==> src/rtl/lcd_responder_if.sv <==
// Controller-side bus of the HD44780-style LCD responder: strobe, register select,
// read/write, data byte in, read data and busy flag out.
interface lcd_responder_if;
  logic       e;
  logic       rs;
  logic       rw;
  logic [7:0] lcd_data;
  logic [7:0] rd_data;
  logic       busy_flag;

  modport master (
    output e, rs, rw, lcd_data,
    input  rd_data, busy_flag
  );

  modport slave (
    input  e, rs, rw, lcd_data,
    output rd_data, busy_flag
  );
endinterface

==> src/rtl/lcd_responder.sv <==
// HD44780-style LCD responder model: decodes controller strobes, keeps the display
// configuration and a 32-byte DDRAM, and reports busy / protocol errors.
// Optional read support is enabled by defining LCD_RESP_READ_EN.
module lcd_responder #(
  parameter int unsigned CMD_CYCLES = 120,
  parameter int unsigned CLR_CYCLES = 600,
  parameter int unsigned MIN_E_HIGH = 3
) (
  input  logic           clk,
  input  logic           rst,
  lcd_responder_if.slave bus,
  output logic           lines2,
  output logic           font5x10,
  output logic           disp_on,
  output logic           cursor_on,
  output logic           blink_on,
  output logic           inc,
  output logic           shift,
  output logic [4:0]     ddram_addr,
  output logic           wr_valid,
  output logic [7:0]     wr_char,
  input  logic [4:0]     dbg_addr,
  output logic [7:0]     dbg_char,
  output logic           proto_err
);

  localparam int unsigned MaxCycles = (CLR_CYCLES > CMD_CYCLES) ? CLR_CYCLES : CMD_CYCLES;
  localparam int unsigned BusyW     = $clog2(MaxCycles + 1);
  localparam int unsigned HiW       = $clog2(MIN_E_HIGH + 1);

  localparam logic [BusyW-1:0] CmdLoad = BusyW'(CMD_CYCLES - 1);
  localparam logic [BusyW-1:0] ClrLoad = BusyW'(CLR_CYCLES - 1);
  localparam logic [HiW-1:0]   MinHigh = HiW'(MIN_E_HIGH);

  localparam logic [1:0] StIdle   = 2'd0;
  localparam logic [1:0] StStrobe = 2'd1;
  localparam logic [1:0] StExec   = 2'd2;

`ifdef LCD_RESP_READ_EN
  localparam bit ReadEn = 1'b1;
`else
  localparam bit ReadEn = 1'b0;
`endif

  logic [1:0]       state_q, state_d;
  logic [BusyW-1:0] busy_cnt_q, busy_cnt_d;
  logic [HiW-1:0]   hi_cnt_q, hi_cnt_d;
  logic             clr_q, clr_d;
  logic [4:0]       clr_idx_q, clr_idx_d;
  logic [4:0]       addr_q, addr_d;
  logic             inc_q, inc_d;
  logic             shift_q, shift_d;
  logic             lines2_q, lines2_d;
  logic             font_q, font_d;
  logic             disp_q, disp_d;
  logic             cursor_q, cursor_d;
  logic             blink_q, blink_d;
  logic             proto_q, proto_d;
  logic             wr_valid_q, wr_valid_d;
  logic [7:0]       wr_char_q, wr_char_d;

  logic [7:0]       mem_q [32];
  logic             mem_we;
  logic [4:0]       mem_waddr;
  logic [7:0]       mem_wdata;

  logic             fall;
  logic             wide_ok;
  logic             read_ign;
  logic [4:0]       addr_step;

  // hi_cnt_q is nonzero exactly when e was high last cycle, so this is the falling edge
  assign fall      = (hi_cnt_q != '0) && !bus.e;
  assign wide_ok   = hi_cnt_q >= MinHigh;
  assign read_ign  = bus.rw && !ReadEn;
  assign addr_step = inc_q ? addr_q + 5'd1 : addr_q - 5'd1;

  // Next-state: strobe width tracking, command decode, busy countdown and clear sweep
  always_comb begin
    state_d    = state_q;
    busy_cnt_d = busy_cnt_q;
    clr_d      = clr_q;
    clr_idx_d  = clr_idx_q;
    addr_d     = addr_q;
    inc_d      = inc_q;
    shift_d    = shift_q;
    lines2_d   = lines2_q;
    font_d     = font_q;
    disp_d     = disp_q;
    cursor_d   = cursor_q;
    blink_d    = blink_q;
    proto_d    = proto_q;
    wr_valid_d = 1'b0;
    wr_char_d  = wr_char_q;
    mem_we     = 1'b0;
    mem_waddr  = addr_q;
    mem_wdata  = bus.lcd_data;

    hi_cnt_d = '0;
    if (bus.e) begin
      hi_cnt_d = (hi_cnt_q < MinHigh) ? hi_cnt_q + 1'b1 : hi_cnt_q;
    end

    case (state_q)
      StIdle, StStrobe: begin
        state_d = bus.e ? StStrobe : StIdle;
        // Idle also handles a fall so a poll strobe that outlives EXEC is not lost
        if (fall && !read_ign) begin
          if (!wide_ok) begin
            proto_d = 1'b1;
          end else if (bus.rw) begin
            if (bus.rs) addr_d = addr_step;
          end else begin
            state_d    = StExec;
            busy_cnt_d = CmdLoad;
            if (bus.rs) begin
              mem_we     = 1'b1;
              wr_valid_d = 1'b1;
              wr_char_d  = bus.lcd_data;
              addr_d     = addr_step;
            end else if (bus.lcd_data[7]) begin
              addr_d = bus.lcd_data[4:0];
            end else if (bus.lcd_data[6:5] == 2'b01) begin
              // Bit 4 selects bus width on a real panel and has no effect here
              lines2_d = bus.lcd_data[3];
              font_d   = bus.lcd_data[2];
            end else if (bus.lcd_data[6:3] == 4'b0001) begin
              disp_d   = bus.lcd_data[2];
              cursor_d = bus.lcd_data[1];
              blink_d  = bus.lcd_data[0];
            end else if (bus.lcd_data[6:2] == 5'b00001) begin
              inc_d   = bus.lcd_data[1];
              shift_d = bus.lcd_data[0];
            end else if (bus.lcd_data == 8'h01) begin
              busy_cnt_d = ClrLoad;
              clr_d      = 1'b1;
              clr_idx_d  = 5'd0;
              addr_d     = 5'd0;
              inc_d      = 1'b1;
            end
          end
        end
      end
      StExec: begin
        if (busy_cnt_q == '0) begin
          state_d = StIdle;
          clr_d   = 1'b0;
        end else begin
          busy_cnt_d = busy_cnt_q - 1'b1;
        end
        if (clr_q) begin
          mem_we    = 1'b1;
          mem_waddr = clr_idx_q;
          mem_wdata = 8'h20;
          clr_idx_d = clr_idx_q + 5'd1;
          if (clr_idx_q == 5'd31) clr_d = 1'b0;
        end
        // Reads while busy are polls and have no side effect; writes are dropped
        if (fall && !read_ign && (!bus.rw || !wide_ok)) proto_d = 1'b1;
      end
      default: state_d = StIdle;
    endcase
  end

  // Control, configuration and status registers
  always_ff @(posedge clk or posedge rst) begin
    if (rst) begin
      state_q    <= StIdle;
      busy_cnt_q <= '0;
      hi_cnt_q   <= '0;
      clr_q      <= 1'b0;
      clr_idx_q  <= 5'd0;
      addr_q     <= 5'd0;
      inc_q      <= 1'b1;
      shift_q    <= 1'b0;
      lines2_q   <= 1'b0;
      font_q     <= 1'b0;
      disp_q     <= 1'b0;
      cursor_q   <= 1'b0;
      blink_q    <= 1'b0;
      proto_q    <= 1'b0;
      wr_valid_q <= 1'b0;
      wr_char_q  <= 8'h00;
    end else begin
      state_q    <= state_d;
      busy_cnt_q <= busy_cnt_d;
      hi_cnt_q   <= hi_cnt_d;
      clr_q      <= clr_d;
      clr_idx_q  <= clr_idx_d;
      addr_q     <= addr_d;
      inc_q      <= inc_d;
      shift_q    <= shift_d;
      lines2_q   <= lines2_d;
      font_q     <= font_d;
      disp_q     <= disp_d;
      cursor_q   <= cursor_d;
      blink_q    <= blink_d;
      proto_q    <= proto_d;
      wr_valid_q <= wr_valid_d;
      wr_char_q  <= wr_char_d;
    end
  end

  // DDRAM storage; deliberately not reset
  always_ff @(posedge clk) begin
    if (mem_we) mem_q[mem_waddr] <= mem_wdata;
  end

`ifdef LCD_RESP_READ_EN
  logic [7:0] rd_q;

  // Read response, registered and held at zero outside a read strobe
  always_ff @(posedge clk or posedge rst) begin
    if (rst) begin
      rd_q <= 8'h00;
    end else if (bus.e && bus.rw) begin
      rd_q <= bus.rs ? mem_q[addr_q] : {state_q == StExec, 2'b00, addr_q};
    end else begin
      rd_q <= 8'h00;
    end
  end

  assign bus.rd_data = rd_q;
`else
  assign bus.rd_data = 8'h00;
`endif

  assign bus.busy_flag = (state_q == StExec);
  assign lines2        = lines2_q;
  assign font5x10      = font_q;
  assign disp_on       = disp_q;
  assign cursor_on     = cursor_q;
  assign blink_on      = blink_q;
  assign inc           = inc_q;
  assign shift         = shift_q;
  assign ddram_addr    = addr_q;
  assign wr_valid      = wr_valid_q;
  assign wr_char       = wr_char_q;
  assign proto_err     = proto_q;
  assign dbg_char      = mem_q[dbg_addr];

endmodule

==> src/flat_wrapper.sv <==
// flat-port wrapper written by rule: the top's interface ports become plain ports
module lcd_responder_flat 
#(
  parameter int unsigned CMD_CYCLES = 120,
  parameter int unsigned CLR_CYCLES = 600,
  parameter int unsigned MIN_E_HIGH = 3
)
  (clk, rst, lines2, font5x10, disp_on, cursor_on, blink_on, inc, shift, ddram_addr, wr_valid, wr_char, dbg_addr, dbg_char, proto_err, bus_e, bus_rs, bus_rw, bus_lcd_data, bus_rd_data, bus_busy_flag);
  lcd_responder_if bus_i ();
  input  logic clk;
  input  logic rst;
  output logic lines2;
  output logic font5x10;
  output logic disp_on;
  output logic cursor_on;
  output logic blink_on;
  output logic inc;
  output logic shift;
  output logic [4:0] ddram_addr;
  output logic wr_valid;
  output logic [7:0] wr_char;
  input  logic [4:0] dbg_addr;
  output logic [7:0] dbg_char;
  output logic proto_err;
  input wire logic [$bits(bus_i.e)-1:0] bus_e;
  input wire logic [$bits(bus_i.rs)-1:0] bus_rs;
  input wire logic [$bits(bus_i.rw)-1:0] bus_rw;
  input wire logic [$bits(bus_i.lcd_data)-1:0] bus_lcd_data;
  output wire logic [$bits(bus_i.rd_data)-1:0] bus_rd_data;
  output wire logic [$bits(bus_i.busy_flag)-1:0] bus_busy_flag;
  assign bus_i.e = bus_e;
  assign bus_i.rs = bus_rs;
  assign bus_i.rw = bus_rw;
  assign bus_i.lcd_data = bus_lcd_data;
  assign bus_rd_data = bus_i.rd_data;
  assign bus_busy_flag = bus_i.busy_flag;
  lcd_responder #(.CMD_CYCLES(CMD_CYCLES), .CLR_CYCLES(CLR_CYCLES), .MIN_E_HIGH(MIN_E_HIGH)) u_core (.clk(clk), .rst(rst), .bus(bus_i), .lines2(lines2), .font5x10(font5x10), .disp_on(disp_on), .cursor_on(cursor_on), .blink_on(blink_on), .inc(inc), .shift(shift), .ddram_addr(ddram_addr), .wr_valid(wr_valid), .wr_char(wr_char), .dbg_addr(dbg_addr), .dbg_char(dbg_char), .proto_err(proto_err));
endmodule
==> config.mk <==
export PLATFORM = sky130hd
export DESIGN_NAME = lcd_responder_flat
export DESIGN_NICKNAME = d
export VERILOG_FILES = /design/src/rtl/lcd_responder_if.sv /design/src/rtl/lcd_responder.sv /design/src/flat_wrapper.sv
export SDC_FILE = /design/constraint.sdc
export NUM_CORES = 1
export LEC_CHECK = 0
export ABC_AREA = 1
export BUFFER_PORTS_ARGS = -buffer_cell sky130_fd_sc_hd__buf_2
export CAP_MARGIN = 20
export CORE_ASPECT_RATIO = 0.9
export CORE_MARGIN = 3
export CORE_UTILIZATION = 41
export DETAILED_ROUTE_END_ITERATION = 12
export PLACE_DENSITY_LB_ADDON = 0.08
export SLEW_MARGIN = 15
export SYNTH_ARGS = -nofsm -noshare
export SYNTH_HDL_FRONTEND = slang
export SYNTH_SLANG_ARGS = --single-unit
==> constraint.sdc <==
create_clock -name clk -period 3.29 [get_ports clk]
set_input_delay 0.987 -clock clk [delete_from_list [all_inputs] [get_ports clk]]
set_output_delay 0.987 -clock clk [all_outputs]
set_load 0.03 [all_outputs]
Word-level counts from Yosys, hierarchy flattened

Memories as Yosys holds them, arrays and structs flattened.
Cells that the tools add are included.

Memory bits (writable): 256
Memories kept: 1
Output and inout bits: 39
Input bits: 18
Word-level logic and storage cells: 145
Bits in registers: 42

Memories:

| name         | depth | bits a word | read ports | clocked after memory_dff | wr ports | line                | text |
|---|---|---|---|---|---|---|---|
| u_core.mem_q | 32    | 8           | 1          | 0                        | 1        | lcd_responder.sv:62 | `logic [7:0] mem_q [32];` |

Equality and inequality tests: 26
$lt $le $gt $ge: 2
Add/sub/neg operators: 5
Bitwise logic cells: 5
Multiplexer cells: 66
Reductions and logical operators: 24

Operators with widths:

| operator                                              | number |
|---|---|
| two-way mux 10 bit                                    | 10 |
| two-way mux 5 bit                                     | 17 |
| two-way mux 1 bit                                     | 25 |
| one-hot mux 10 bit (2 select lines)                   | 1 |
| inequality test 2 bit, second input constant          | 9 |
| AND reduction 9 bit                                   | 2 |
| two-way mux 8 bit                                     | 2 |
| AND reduction 8 bit                                   | 2 |
| inequality test 2 x 1 -> 1 bit, second input constant | 7 |
| two-way mux 2 bit                                     | 6 |
| AND reduction 11 bit                                  | 1 |
| adder 5 x 1 -> 5 bit, second input constant           | 2 |
| zero test 10 bit                                      | 1 |
| one-hot mux 5 bit (2 select lines)                    | 1 |
| AND reduction 10 bit                                  | 1 |
| AND reduction 5 bit                                   | 2 |
| subtractor 10 x 1 -> 10 bit, second input constant    | 1 |
| inequality test 3 bit, second input constant          | 3 |
| == test 8 x 1 -> 1 bit, second input constant         | 1 |
| AND reduction 7 bit                                   | 1 |
| one-hot mux 1 bit (2 select lines)                    | 3 |
| nonzero test 2 bit                                    | 3 |
| == test 5 x 1 -> 1 bit, second input constant         | 1 |
| == test 5 bit, second input constant                  | 1 |
| 16 further kinds                                      | 25 |

Depth between registers and ports, before layout

Gate-level depths: netlist (run 1).

Word-level depth: 11
Depth in mapped cells: 11
Gate-level depth less buffers: 11

Least setup slack after synthesis (run 1)

OpenSTA, ideal clock, no wires.

Path kind: input port to output port
Start: in dbg_addr[0]
End: out dbg_char[6]
Path buffers: 2
Data required time: 2.303 ns
Cell stages on the path: 11
Slack: 0.210 ns
Arrival: 2.093 ns
Path through: inv_1 > buf_2 > buf_1 > nand2_1 > nand3_1 > nand3_1 > nand2_1 > nand2_1 > nand2_1 > nand2_1 > nand2_1

Word-level cells in the longest chain between the ends: 1

RTL lines:

| what                     | line               | text |
|---|---|---|
| from (decl)              | flat_wrapper.sv:22 | `input logic [4:0] dbg_addr;` |
| memory read (32 x 8 bit) | n/a                |  |
| to (decl)                | flat_wrapper.sv:23 | `output logic [7:0] dbg_char;` |

Every way passes these cells.

Worst setup path after layout (run 1)

Same ends and word-level chain as after synthesis.

==> results of run 1 <==
metrics by stage:
stage                     std cells  total power, mW
after floorplan                1278             5.12
after global placement         1740             5.48
after detailed placement       1741             5.50
after CTS                      1812             9.27
after global routing           1825             9.63
final                          1825             9.23
cells by family (layout without fill, tap and decap cells):
family / Yosys count / count (layout) / synth area share, %
AOI/OAI and AO/OA: 54 / 54 / 2.24
xor gates and xnor gates: 6 / 6 / 0.404
adders and majority gates: 9 / 9 / 0.924
DFF: 298 / 298 / 67.2
and+or+nand+nor: 780 / 780 / 25.2
buffers and inverters: 123 / 261 / 3.99
other: 1 / 8 / 0.0288
how the worst max path moves through the flow:
stage | slack, ns | endpoint | start
floorplan | 0.21 | dbg_char[6] | dbg_addr[0]
global placement | -0.15 | dbg_char[5] | dbg_addr[0]
finish | 0.05 | dbg_char[6] | dbg_addr[0]
CTS | -0.02 | dbg_char[2] | dbg_addr[0]
detailed placement | -0.14 | dbg_char[0] | dbg_addr[0]
global route | -0.02 | dbg_char[7] | dbg_addr[0]
cell type report:
cell class,count,area [sq um]
Fill cell,2777,15100
Sequential cell,298,8740
Multi-Input combinational cell,857,3890
Timing Repair Buffer,139,1470
Clock buffer,47,952
Tap cell,409,512
Inverter,58,251
Clock inverter,17,145
layout by cell type (no fill, tap or decap), types with 2 or more instances in the layout:
cell type / n
sky130_fd_sc_hd__nor2_2: 5
sky130_fd_sc_hd__buf_16: 8
sky130_fd_sc_hd__nand2_2: 25
sky130_fd_sc_hd__nand3_1: 204
sky130_fd_sc_hd__nand3_2: 17
sky130_fd_sc_hd__clkbuf_16: 43
sky130_fd_sc_hd__inv_2: 4
sky130_fd_sc_hd__inv_1: 51
sky130_fd_sc_hd__o21ai_0: 39
sky130_fd_sc_hd__conb_1: 8
sky130_fd_sc_hd__buf_6: 11
sky130_fd_sc_hd__nor2_1: 70
sky130_fd_sc_hd__clkinv_1: 7
sky130_fd_sc_hd__buf_2: 39
sky130_fd_sc_hd__buf_4: 58
sky130_fd_sc_hd__clkinv_2: 6
sky130_fd_sc_hd__ha_1: 8
sky130_fd_sc_hd__o21ai_2: 4
sky130_fd_sc_hd__or2_2: 2
sky130_fd_sc_hd__nand2_1: 446
sky130_fd_sc_hd__buf_12: 15
sky130_fd_sc_hd__nor3_1: 4
sky130_fd_sc_hd__edfxtp_1: 256
sky130_fd_sc_hd__nand3b_1: 2
sky130_fd_sc_hd__a21oi_1: 9
sky130_fd_sc_hd__clkbuf_1: 10
sky130_fd_sc_hd__bufinv_16: 2
sky130_fd_sc_hd__nand4_1: 3
sky130_fd_sc_hd__xor2_1: 5
sky130_fd_sc_hd__dfrtp_1: 41
worst reg2reg max path, delay by kind of cell (launching register included):
| kind | cells | cell delay, ns |
|---|---|---|
| DFF | 1 | 0.43 |
| and+or+nand+nor | 4 | 0.71 |
| buffers and inverters | 4 | 0.73 |
| AOI/OAI and AO/OA | 1 | 0.35 |
power breakdown:
part,internal [mW],total (mW),switching (mW)
Sequential,4.21,4.30,0.0966
Combinational,0.417,1.23,0.810
Clock,2.20,3.70,1.50
metal layers:
| metal | vias up | GRT usage [%] |
|---|---|---|
| met5 | - | 0 |
| met4 | 0 | 5.54 |
| met3 | 43 | 3.01 |
| met2 | 215 | 32.5 |
| met1 | 4566 | 31.0 |
| li1 | 4539 | - |
sequential cells by signal (all words and copies together) (netlist names), 2 cells and up:
signal and cells:
u_core.state_q 2, u_core.mem_q 256, u_core.busy_cnt_q 10, u_core.clr_idx_q 5, u_core.ddram_addr 5, u_core.wr_char 8
u_core.hi_cnt_q 2
what timing repair did:
item                       4_1_cts  5_1_grt
pin swaps                        1        6
gates cloned                     6        7
setup buffers                    1        7
resized for setup               24       56
setup endpoints to repair        8        8
==> reports/qor_table.md, run 1 <==
| Step | Item | Reported |
| --- | --- | --- |
| clock network | Hold_buf cts | 0 |
| cells and area | Area growth from synthesis to layout | 22.7% |
| setup path | Kind of launch point of the worst setup path | primary input |
| setup path | Cells along the critical path | buf_16, buf_12, buf_4, nand2_1, nand3_1, nand3_1, nand2_1, nand2_1, nand2_1, nand2_1, nand2_2, buf_4 |
| clock network | Max Root-Sink Buffers | 3 |
| flow run | Max-capacitance violation count | 0 |
| logic synthesis | Area contributors post-synth | sky130_fd_sc_hd__edfxtp_1, sky130_fd_sc_hd__nand2_1, sky130_fd_sc_hd__nand3_1 |
| routing | Average via count per standard cell | 5.13 |
| timing | Layout Skew | 0.0133 ns |
| routing | Antenna Nets Post-Route | 0 |
| routing | Number of design rule violations left after detail routing | 0 |
| floorplanning | Chip Height | 175 microns |
| setup path | Cell count of the worst reg-to-reg path | 9 |
| place | Post-detail-place hpwl | 21,500 microns |
| routing | Topmost layer with routed signal wires | met4 |
| logic synthesis | Mapped Cells | 1,271 |
| global route | Pin count of the biggest net entering global routing | 33 |
| place | Worst-case setup slack after placement | -0.144 ns |
| power | Power Density | 578 nW/um^2 |
| logic synthesis | Most common cell in the synthesized netlist | sky130_fd_sc_hd__nand2_1 |
| routing | Met2 routed wirelength | 16,400 microns |
| clock network | Reg clk slew, reported paths | 0.06 ns |
| timing | Unrepaired setup endpoints after global routing | true |
| place | Number of buffers inserted by port buffering | 48 |
| timing | Hold Slack | 0.470 ns |
| setup path | Worst reg2reg setup slack | 0.83 ns |
| routing | Sum of routed wire length over all layers | 36,100 microns |
| floorplanning | Row count | 61 |
| logic synthesis | Number of flip-flops and latches in the synthesized netlist | 298 |
| floorplanning | Starting density of the core | 41.9% |
| setup path | Most frequent CP cell | sky130_fd_sc_hd__nand2_1 |
| setup path | Largest fanout on the critical path | 6 |
| place | Final weighted congestion in routability-driven placement | 0.806 |
| timing | Time the worst path needs with I/O delays and setup | 3.24 ns |
| setup path | Critical Path End Type | output pin |
| global route | Total routing usage reported by global routing | 20.9% |
| global route | Wire length of the first global-routing pass | 54,600 microns |
| setup path | Cell class contributing the biggest share of worst-path delay | simple AND/OR/NAND/NOR gates |
| cells and area | Share of post-route cells with drive strength above 1 | 17.6% |
| global route | Number of antenna violations at the first check in global routing | 0 |
| place | Placement-stage cell area | 14,200 sq um |
| clock network | CTS tree | yes |
| clock network | CTS buffer count | 35 |
| setup path | Crit path largest cell delay | 0.17 ns |
| floorplanning | Core Box Area | 31,100 sq um |
| global route | Gr ovfl total | 0 |
| clock network | Num Clock Sinks | 298 |
| cells and area | End-of-flow core utilization | 51.4% |
| setup path | End of the worst register-to-register path | u_core.mem_q[27][4] |
| routing | Violation count after the first detailed-route iteration | 739 |
| cells and area | Final non-filler cell area | 16,000 sq um |
| routing | Routed WL per cell | 19.8 microns |
| routing | Amount of wire on met3 after detailed routing | 1800 microns |
| timing | Max transition margin | 59.7% |
| timing | Number of hold-slack violations in the final timing report | 0 |
| setup path | Buffer and inverter count on the worst path | 4 |
| logic synthesis | Post-synth EDFFs | 256 |
| hold path | Hold crit path type | primary input to asynchronous set/reset pin |
| logic synthesis | Area share of the largest cell type after synthesis | 59.1% |
| timing | Sum Neg Setup Slack | 0 ns |
| routing | First-pass iteration count of the detailed router | 7 |
| power | Cell leakage power | 6.42 nW |
| logic synthesis | Flip-flop cell with the highest count after synthesis | sky130_fd_sc_hd__edfxtp_1 |
| run status | Result of the run | finished, final reports clean |
| setup path | Worst flop-to-flop path startpoint | u_core.state_q[1] |
| logic synthesis | Number of distinct library cell variants in the gate-level netlist after synthesis | 32 |
| logic synthesis | Cell type contributing the most total cell area after synthesis | sky130_fd_sc_hd__edfxtp_1 |
| clock network | Root Buffer Master | sky130_fd_sc_hd__clkbuf_16 |
| logic synthesis | Synthesized area divided by synthesized cell count | 10.2 sq um |
| routing | Metal1 wirelength | 17,300 microns |
| setup path | Crit path required time | 2.30 ns |
| timing | Number of pins exceeding their max-slew limit in the final report | 0 |
| logic synthesis | Sequential area share after synthesis | 67.2% |
| timing | Slew at the pin closest to its max-slew limit | 0.600 ns |
| logic synthesis | Netlist Area Pre-Place | 13,000 sq um |
| routing | Number of vias after detailed routing | 9,363 |
| setup path | Worst Setup Path Type | primary input to output pin |
| logic synthesis | Top post-synthesis cells by count | sky130_fd_sc_hd__nand2_1, sky130_fd_sc_hd__edfxtp_1, sky130_fd_sc_hd__nand3_1 |
| setup path | Worst endpoint data arrival time | 2.26 ns |
| cells and area | Count of nets after finishing | 1,416 |
| clock network | Maximum level of the CTS H-tree | 2 |
| logic synthesis | Yosys warning count | 0 |
| timing | Final critical-path setup slack | 0.0451 ns |
| cells and area | Diodes inserted | 0 |
| floorplanning | Die Span X | 194 microns |
| clock network | Clock insertion delay at the later pin of the skew report | 0.51 ns |
| timing | Final clock period utilization by the worst path | 98.6% |
| timing | Finish-stage setup viols | 0 |
| power | Maximum vdd drop | 0.388 mV |
| floorplanning | Ports placed on the boundary | 57 |
| global route | Via count of the first global-routing pass | 9,054 |
| setup path | Slowest cell on crit path | sky130_fd_sc_hd__buf_4 |
| logic synthesis | Share of flip-flops with an asynchronous set or reset after synthesis | 14.1% |
| timing | Max frequency | 308 MHz |
| floorplanning | Full die area | 33,900 sq um |
| setup path | Instance count on the critical path | 12 |
Note: power is estimated with default switching activity, not from simulation.
==> run 2, diff against run 1 <==
PLACE_DENSITY = 0.67   (was not set)
PLACE_DENSITY_LB_ADDON = not set   (was 0.08)
==> run 2 against run 1 <==
Design area is 1.8% lower; wire length is 10% lower; power is 2.2% lower; setup slack better by 0.014 ns; clock power is 4% lower; sequential cell count stayed put; sequential power hardly changed; first-iteration DRC count is 29% higher; critical path depth stayed put; hold slack worse by 0.085 ns; final cell count is 0.93% lower; sequential share of layout area is 0.99 points higher; largest cell class unchanged; largest power group unchanged.
==> reports/qor_table.md, run 2 (synthesis results as in run 1) <==
| Step | Item | Reported | vs previous |
| --- | --- | --- | --- |
| place | Placed cells | 1,736 | -0.29% |
| cells and area | Count of nets after finishing | 1,403 | -0.92% |
| cells and area | Number of flip-flops in the largest register | 256 | unchanged |
| setup path | Worst Setup Path Type | primary input to output pin |  |
| floorplanning | Full die area | 33,900 sq um | unchanged |
| routing | Antenna Nets Post-Route | 0 | unchanged |
| clock network | Maximum level of the CTS H-tree | 1 | -1 |
| setup path | Worst endpoint data arrival time | 2.24 ns | -0.02 ns |
| setup path | Cells along the critical path | buf_6, buf_12, clkbuf_16, nand2_1, nand3_1, nand3_1, nand2_1, nand2_1, nand2_1, nand2_1, nand2_1, buf_4 |  |
| global route | Via count of the first global-routing pass | 8,937 | -1.3% |
| setup path | Slowest cell on crit path | sky130_fd_sc_hd__clkbuf_16 |  |
| global route | GRT met3 Usage | 2.68% | -0.33 points |
| cells and area | Non-filler cells, final | 1,808 | -0.93% |
| timing | Finish-stage setup viols | 0 | unchanged |
| setup path | Crit path largest cell delay | 0.17 ns | about the same |
| routing | Sum of routed wire length over all layers | 32,400 microns | -10% |
| global route | Pin count of the biggest net entering global routing | 38 | +15% |
| setup path | Kind of launch point of the worst setup path | primary input |  |
| floorplanning | Starting density of the core | 41.9% | unchanged |
| clock network | Root Buffer Master | sky130_fd_sc_hd__clkbuf_16 |  |
| routing | Average via count per standard cell | 5.17 | +0.85% |
| timing | Max transition margin | 59.3% | -0.41 points |
| setup path | Crit path required time | 2.30 ns | about the same |
| cells and area | Most used cells in the layout excluding fill and tap cells | sky130_fd_sc_hd__nand2_1, sky130_fd_sc_hd__edfxtp_1, sky130_fd_sc_hd__nand3_1 |  |
| power | Power Density | 575 nW/um^2 | -0.47% |
| timing | Layout Skew | 0.0155 ns | +0.00218 ns |
| hold path | Hold crit path type | primary input to asynchronous set/reset pin |  |
| place | Number of buffers inserted by port buffering | 48 | unchanged |
| clock network | Num Clock Sinks | 298 | unchanged |
| place | Post-detail-place hpwl | 19,700 microns | -8.8% |
| timing | Time the worst path needs with I/O delays and setup | 3.23 ns | -0.0138 ns |
| flow run | Max-capacitance violation count | 0 | unchanged |
| clock network | Clock insertion delay at the later pin of the skew report | 0.57 ns | +0.06 ns |
| clock network | Hold_buf cts | 0 | unchanged |
| cells and area | End-of-flow core utilization | 50.5% | -0.91 points |
| timing | Max frequency | 309 MHz | +0.43% |
| power | Cell leakage power | 6.31 nW | -1.8% |
| cells and area | Area growth from synthesis to layout | 20.6% |  |
| floorplanning | Die Span X | 194 microns | unchanged |
| run status | Result of the run | finished, final reports clean |  |
| clock network | CTS tree | yes |  |
| routing | Routed WL per cell | 17.9 microns | -9.4% |
| global route | Wire length of the first global-routing pass | 49,900 microns | -8.5% |
| setup path | Most frequent CP cell | sky130_fd_sc_hd__nand2_1 |  |
| routing | Violation count after the first detailed-route iteration | 956 | +29% |
| setup path | Critical Path End Type | output pin |  |
| timing | Unrepaired setup endpoints after global routing | true |  |
| floorplanning | Core Box Area | 31,100 sq um | unchanged |
| setup path | Largest fanout on the critical path | 9 | +3 |
| global route | Total routing usage reported by global routing | 18.4% | -2.5 points |
| routing | Number of design rule violations left after detail routing | 0 | unchanged |
| place | Final weighted congestion in routability-driven placement | 0.834 | +3.4% |
| timing | Final clock period utilization by the worst path | 98.2% | -0.42 points |
| floorplanning | Ports placed on the boundary | 57 | unchanged |
| floorplanning | Row count | 61 | unchanged |
| floorplanning | Chip Height | 175 microns | unchanged |
| timing | Slew at the pin closest to its max-slew limit | 0.606 ns | +0.00613 ns |
| clock network | Reg clk slew, reported paths | 0.06 ns | about the same |
| routing | First-pass iteration count of the detailed router | 6 | -1 |
| clock network | CTS buffer count | 31 | -11% |
| global route | Gr ovfl total | 0 | unchanged |
| global route | Grt met1 use | 26.1% | -4.9 points |
| global route | Top Usage Layer GRT | met2 |  |
| cells and area | Leading cell type in the layout, fill and taps excluded | sky130_fd_sc_hd__nand2_1 |  |
| cells and area | Share of post-route cells with drive strength above 1 | 14.9% | -2.7 points |
| routing | Number of vias after detailed routing | 9,355 | -0.085% |
| global route | Global routing usage on met2 | 30.2% | -2.2 points |
| global route | Number of antenna violations at the first check in global routing | 0 | unchanged |
| cells and area | Register bank with the most flops | u_core.mem_q |  |
| cells and area | Diodes inserted | 0 | unchanged |
| clock network | Max Root-Sink Buffers | 3 | unchanged |
| timing | Number of hold-slack violations in the final timing report | 0 | unchanged |
| clock network | Number of setup buffers added after CTS | 0 | -1 |
| power | Maximum vdd drop | 0.469 mV | +21% |
| timing | Number of pins exceeding their max-slew limit in the final report | 0 | unchanged |
==> run 2: per-layer routing <==
layer	vias to the layer above	share of wire (%)
met4	0	2.0
met3	50	6.8
met1	4483	43
li1	4493	-
met5	-	0
met2	329	48
==> run 2: cell type report <==
| type | count | area [sq um] |
|---|---|---|
| fill | 2699 | 15400 |
| sequential | 298 | 8740 |
| clock buffer | 34 | 787 |
| inverter | 58 | 233 |
| tap | 409 | 512 |
| clock inverter | 22 | 249 |
| timing repair buffer | 130 | 1370 |
| multi-input combinational | 857 | 3790 |
==> run 2: through the flow <==
step	power (mW)	instance area, sq um	setup WS (ns)	hold WS (ns)	TNS (ns)
finish	9.02	15700	0.0589	0.385	0
global route	9.39	15700	-0.0204	0.381	-0.0404
CTS	9.02	15300	-0.00849	0.485	-0.0144
detailed placement	5.45	14100	-0.0692	0.467	-0.386
global placement	5.42	14100	-0.0858	0.462	-0.356
floorplan	5.12	13000	0.210	0.462	0
==> run 2: worst paths after layout <==
kind | startpoint | end | slack, ns | cells past startpoint
setup / recovery | dbg_addr[0] | dbg_char[3] | 0.06 | 12
setup reg to reg | u_core.state_q[1] | u_core.mem_q[20][0] | 0.54 | 7
hold reg to reg | u_core.wr_char[3] | u_core.wr_char[3] | 0.48 | 2
hold / removal | rst | u_core.hi_cnt_q[1] | 0.38 | 2
max in group asynchronous | rst | u_core.clr_idx_q[1] | 2.34 | 3
min in group clk | u_core.wr_char[3] | u_core.wr_char[3] | 0.48 | 2
==> run 2: what timing repair did <==
action / CTS / global route
gates resized for setup: 17 / 29
hold endpoints to repair: 0 / 0
gates cloned: 3 / 6
pin swaps: 0 / 2
setup endpoints to repair: 8 / 8
==> run 2: where the power goes <==
part | internal (mW) | switching (mW)
clock network | 2.12 | 1.44
logic | 0.398 | 0.765
registers | 4.21 | 0.0941
==> run 2: worst max-delay path: cells and delay by family <==
| family | cells | cell delay, ns |
|---|---|---|
| and+or+nand+nor | 8 | 0.64 |
| buffers and inverters | 4 | 0.60 |
==> run 3, diff against run 2 <==
BUFFER_PORTS_ARGS = -buffer_cell sky130_fd_sc_hd__clkbuf_2   (was -buffer_cell sky130_fd_sc_hd__buf_2)
SLEW_MARGIN = not set   (was 15)
==> run 3 against run 2 <==
Combinational power about the same; sequential share of layout area is essentially flat; fmax is 1.5% lower; die area unchanged; utilization about the same; register-to-register slack about the same; critical endpoint is now dbg_char[1].
==> reports/qor_table.md, run 3 (synthesis results as in run 1) <==
| Step | Item | Reported | vs previous |
| --- | --- | --- | --- |
| timing | Max frequency | 305 MHz | -1.5% |
| timing | Number of hold-slack violations in the final timing report | 0 | unchanged |
| timing | Final critical-path setup slack | 0.0104 ns | -0.0485 ns |
| cells and area | Register bank with the most flops | u_core.mem_q |  |
| routing | Average via count per standard cell | 5.27 | +1.8% |
| cells and area | Most used cells in the layout excluding fill and tap cells | sky130_fd_sc_hd__nand2_1, sky130_fd_sc_hd__edfxtp_1, sky130_fd_sc_hd__nand3_1 |  |
| clock network | Hold_buf cts | 0 | unchanged |
| place | Final weighted congestion in routability-driven placement | 0.816 | -2.1% |
| timing | Max transition margin | 48.4% | -11 points |
| cells and area | Area used by multi-input combinational logic | 3810 sq um | +0.59% |
| cells and area | Share of post-route cells with drive strength above 1 | 15.2% | +0.29 points |
| clock network | CTS buffer count | 31 | unchanged |
| timing | Time the worst path needs with I/O delays and setup | 3.28 ns | +0.0485 ns |
| clock network | Num Clock Sinks | 298 | unchanged |
| setup path | Worst reg2reg setup slack | 0.53 ns | about the same |
| place | Post-detail-place hpwl | 20,200 microns | +3.0% |
| power | Switching power | 2.31 mW | +0.44% |
| run status | Result of the run | finished, final reports clean |  |
| clock network | Max Root-Sink Buffers | 3 | unchanged |
| setup path | Largest fanout on the critical path | 18 | +9 |
| floorplanning | Core Box Area | 31,100 sq um | unchanged |
| global route | Via count of the first global-routing pass | 9,277 | +3.8% |
| cells and area | Number of flip-flops in the largest register | 256 | unchanged |
| timing | Final clock period utilization by the worst path | 99.7% | +1.5 points |
| flow run | Max-capacitance violation count | 0 | unchanged |
| timing | Number of pins exceeding their max-slew limit in the final report | 0 | unchanged |
| setup path | Kind of launch point of the worst setup path | primary input |  |
| routing | Routed WL per cell | 18.1 microns | +1.0% |
| power | Maximum vdd drop | 0.431 mV | -8.1% |
| power | Cell leakage power | 6.29 nW | -0.26% |
| cells and area | Total area of sequential cells | 8740 sq um | unchanged |
| clock network | Root Buffer Master | sky130_fd_sc_hd__clkbuf_16 |  |
| power | Power Density | 582 nW/um^2 | +1.1% |
| global route | Number of antenna violations at the first check in global routing | 0 | unchanged |
| power | Cell Int Power | 6.80 mW | +1.2% |
| global route | Wire length of the first global-routing pass | 50,900 microns | +1.9% |
| routing | First-pass iteration count of the detailed router | 5 | -1 |
| floorplanning | Full die area | 33,900 sq um | unchanged |
| floorplanning | Starting density of the core | 41.9% | unchanged |
| place | Worst-case setup slack after placement | -0.102 ns | -0.0330 ns |
| floorplanning | Chip Height | 175 microns | unchanged |
| cells and area | Leading cell type in the layout, fill and taps excluded | sky130_fd_sc_hd__nand2_1 |  |
| timing | Slew at the pin closest to its max-slew limit | 0.769 ns | +0.162 ns |
| power | Switching share of power | 25.4% | -0.14 points |
| timing | Layout Skew | 0.0222 ns | +0.00670 ns |
| routing | Violation count after the first detailed-route iteration | 951 | -0.52% |
| timing | Finish-stage setup viols | 0 | unchanged |
| cells and area | Diodes inserted | 0 | unchanged |
| place | Number of buffers inserted by port buffering | 48 | unchanged |
| cells and area | Count of nets after finishing | 1,401 | -0.14% |
| global route | Total routing usage reported by global routing | 18.8% | +0.43 points |
| floorplanning | Ports placed on the boundary | 57 | unchanged |
| global route | Gr ovfl total | 0 | unchanged |
| cells and area | Area growth from synthesis to layout | 20.5% | about the same |
| cells and area | Fillers | 2,680 | -0.70% |
| global route | Pin count of the biggest net entering global routing | 39 | +2.6% |
| routing | Number of vias after detailed routing | 9,524 | +1.8% |
| floorplanning | Die Span X | 194 microns | unchanged |
| hold path | Hold crit path type | primary input to asynchronous set/reset pin |  |
| routing | Antenna Nets Post-Route | 0 | unchanged |
| place | Placement-stage cell area | 14,200 sq um | +0.43% |
| power | Combinational fraction of design power | 12.9% | about the same |
| setup path | Cell count of the worst reg-to-reg path | 9 | +2 |
| clock network | Maximum level of the CTS H-tree | 1 | unchanged |
| timing | Unrepaired setup endpoints after global routing | true |  |
| clock network | CTS tree | yes |  |
| setup path | Crit path required time | 2.30 ns | about the same |
| floorplanning | Row count | 61 | unchanged |
| routing | Number of design rule violations left after detail routing | 0 | unchanged |
| clock network | Clock insertion delay at the later pin of the skew report | 0.58 ns | about the same |
| cells and area | Final non-filler cell area | 15,700 sq um | about the same |
| power | Relative contribution of sequential cells to total power | 47.2% | -0.5 points |
| setup path | Critical Path End Type | output pin |  |
| clock network | Reg clk slew, reported paths | 0.06 ns | about the same |
| power | Clock group share of total power | 39.9% | +0.5 points |
| routing | Sum of routed wire length over all layers | 32,700 microns | +1.0% |
| cells and area | End-of-flow core utilization | 50.4% | about the same |
| setup path | Worst endpoint data arrival time | 2.29 ns | +0.05 ns |
| setup path | Worst Setup Path Type | primary input to output pin |  |
==> run 3: cell count changes in the layout (fill, tap and decap cells not counted), moves of 2 or more <==
cell / delta
sky130_fd_sc_hd__inv_1: +2
sky130_fd_sc_hd__clkbuf_8: +2
sky130_fd_sc_hd__clkinv_4: -2
sky130_fd_sc_hd__buf_2: -39
sky130_fd_sc_hd__nand2_1: -7
sky130_fd_sc_hd__buf_12: -2
sky130_fd_sc_hd__clkbuf_16: -3
sky130_fd_sc_hd__clkbuf_2: +39
sky130_fd_sc_hd__nand2_2: +7
==> run 3: power groups by stage <==
stage / logic, mW / registers, mW / clock network (mW)
after floorplan: 0.685 / 4.43 / 0
after global placement: 1.05 / 4.38 / 0
after detailed placement: 1.09 / 4.38 / 0
after CTS: 1.13 / 4.30 / 3.67
after global routing: 1.31 / 4.31 / 3.84
final: 1.17 / 4.30 / 3.64
==> run 3: area by class of cell <==
type	count	share of cell area (%)
inverters	58	1.47
well taps	409	3.27
clock buffers	35	5.05
flip-flops and latches	298	55.8
repair buffers	128	8.36
clock inverters	23	1.71
multi-input cells	857	24.4
==> run 3: timing repair <==
item / CTS / global route
resized for setup: 23 / 27
endpoints found under the setup margin: 8 / 8
pin swaps: 1 / 4
setup buffers: 1 / 1
cloned: 3 / 4
==> run 3: metrics by stage <==
step | hold WS [ns] | TNS (ns) | power [mW] | instances
floorplan | 0.462 | 0 | 5.12 | 1278
global placement | 0.468 | -0.257 | 5.43 | 1737
detailed placement | 0.471 | -0.349 | 5.46 | 1738
CTS | 0.446 | 0 | 9.10 | 1800
global route | 0.496 | -0.155 | 9.46 | 1808
finish | 0.448 | 0 | 9.11 | 1808
==> run 3: layer usage <==
layer	wire [microns]	GRT usage, %
met2	15600	31.2
met5	0	0
met4	893	5.60
met3	2300	2.87
met1	13900	26.0
==> run 3: path summary, 6_finish.rpt <==
path / start / endpoint
worst max-delay path: dbg_addr[0] / dbg_char[1]
worst min-delay path: rst / u_core.proto_err
worst max register to register: u_core.state_q[1] / u_core.mem_q[20][6]
worst min register to register: u_core.wr_char[1] / u_core.wr_char[1]
max in group asynchronous: rst / u_core.ddram_addr[2]
min in group clk: u_core.wr_char[1] / u_core.wr_char[1]
==> run 3: critical path, cell delays in order <==
cell	delay, ns
sky130_fd_sc_hd__buf_8	0.12
sky130_fd_sc_hd__clkinv_8	0.08
sky130_fd_sc_hd__bufbuf_16	0.29
sky130_fd_sc_hd__nand2_1	0.06
sky130_fd_sc_hd__nand3_1	0.07
sky130_fd_sc_hd__nand3_1	0.09
sky130_fd_sc_hd__nand2_1	0.08
sky130_fd_sc_hd__nand2_1	0.06
sky130_fd_sc_hd__nand2_1	0.09
sky130_fd_sc_hd__nand2_1	0.11
sky130_fd_sc_hd__nand2_2	0.11
sky130_fd_sc_hd__buf_6	0.13
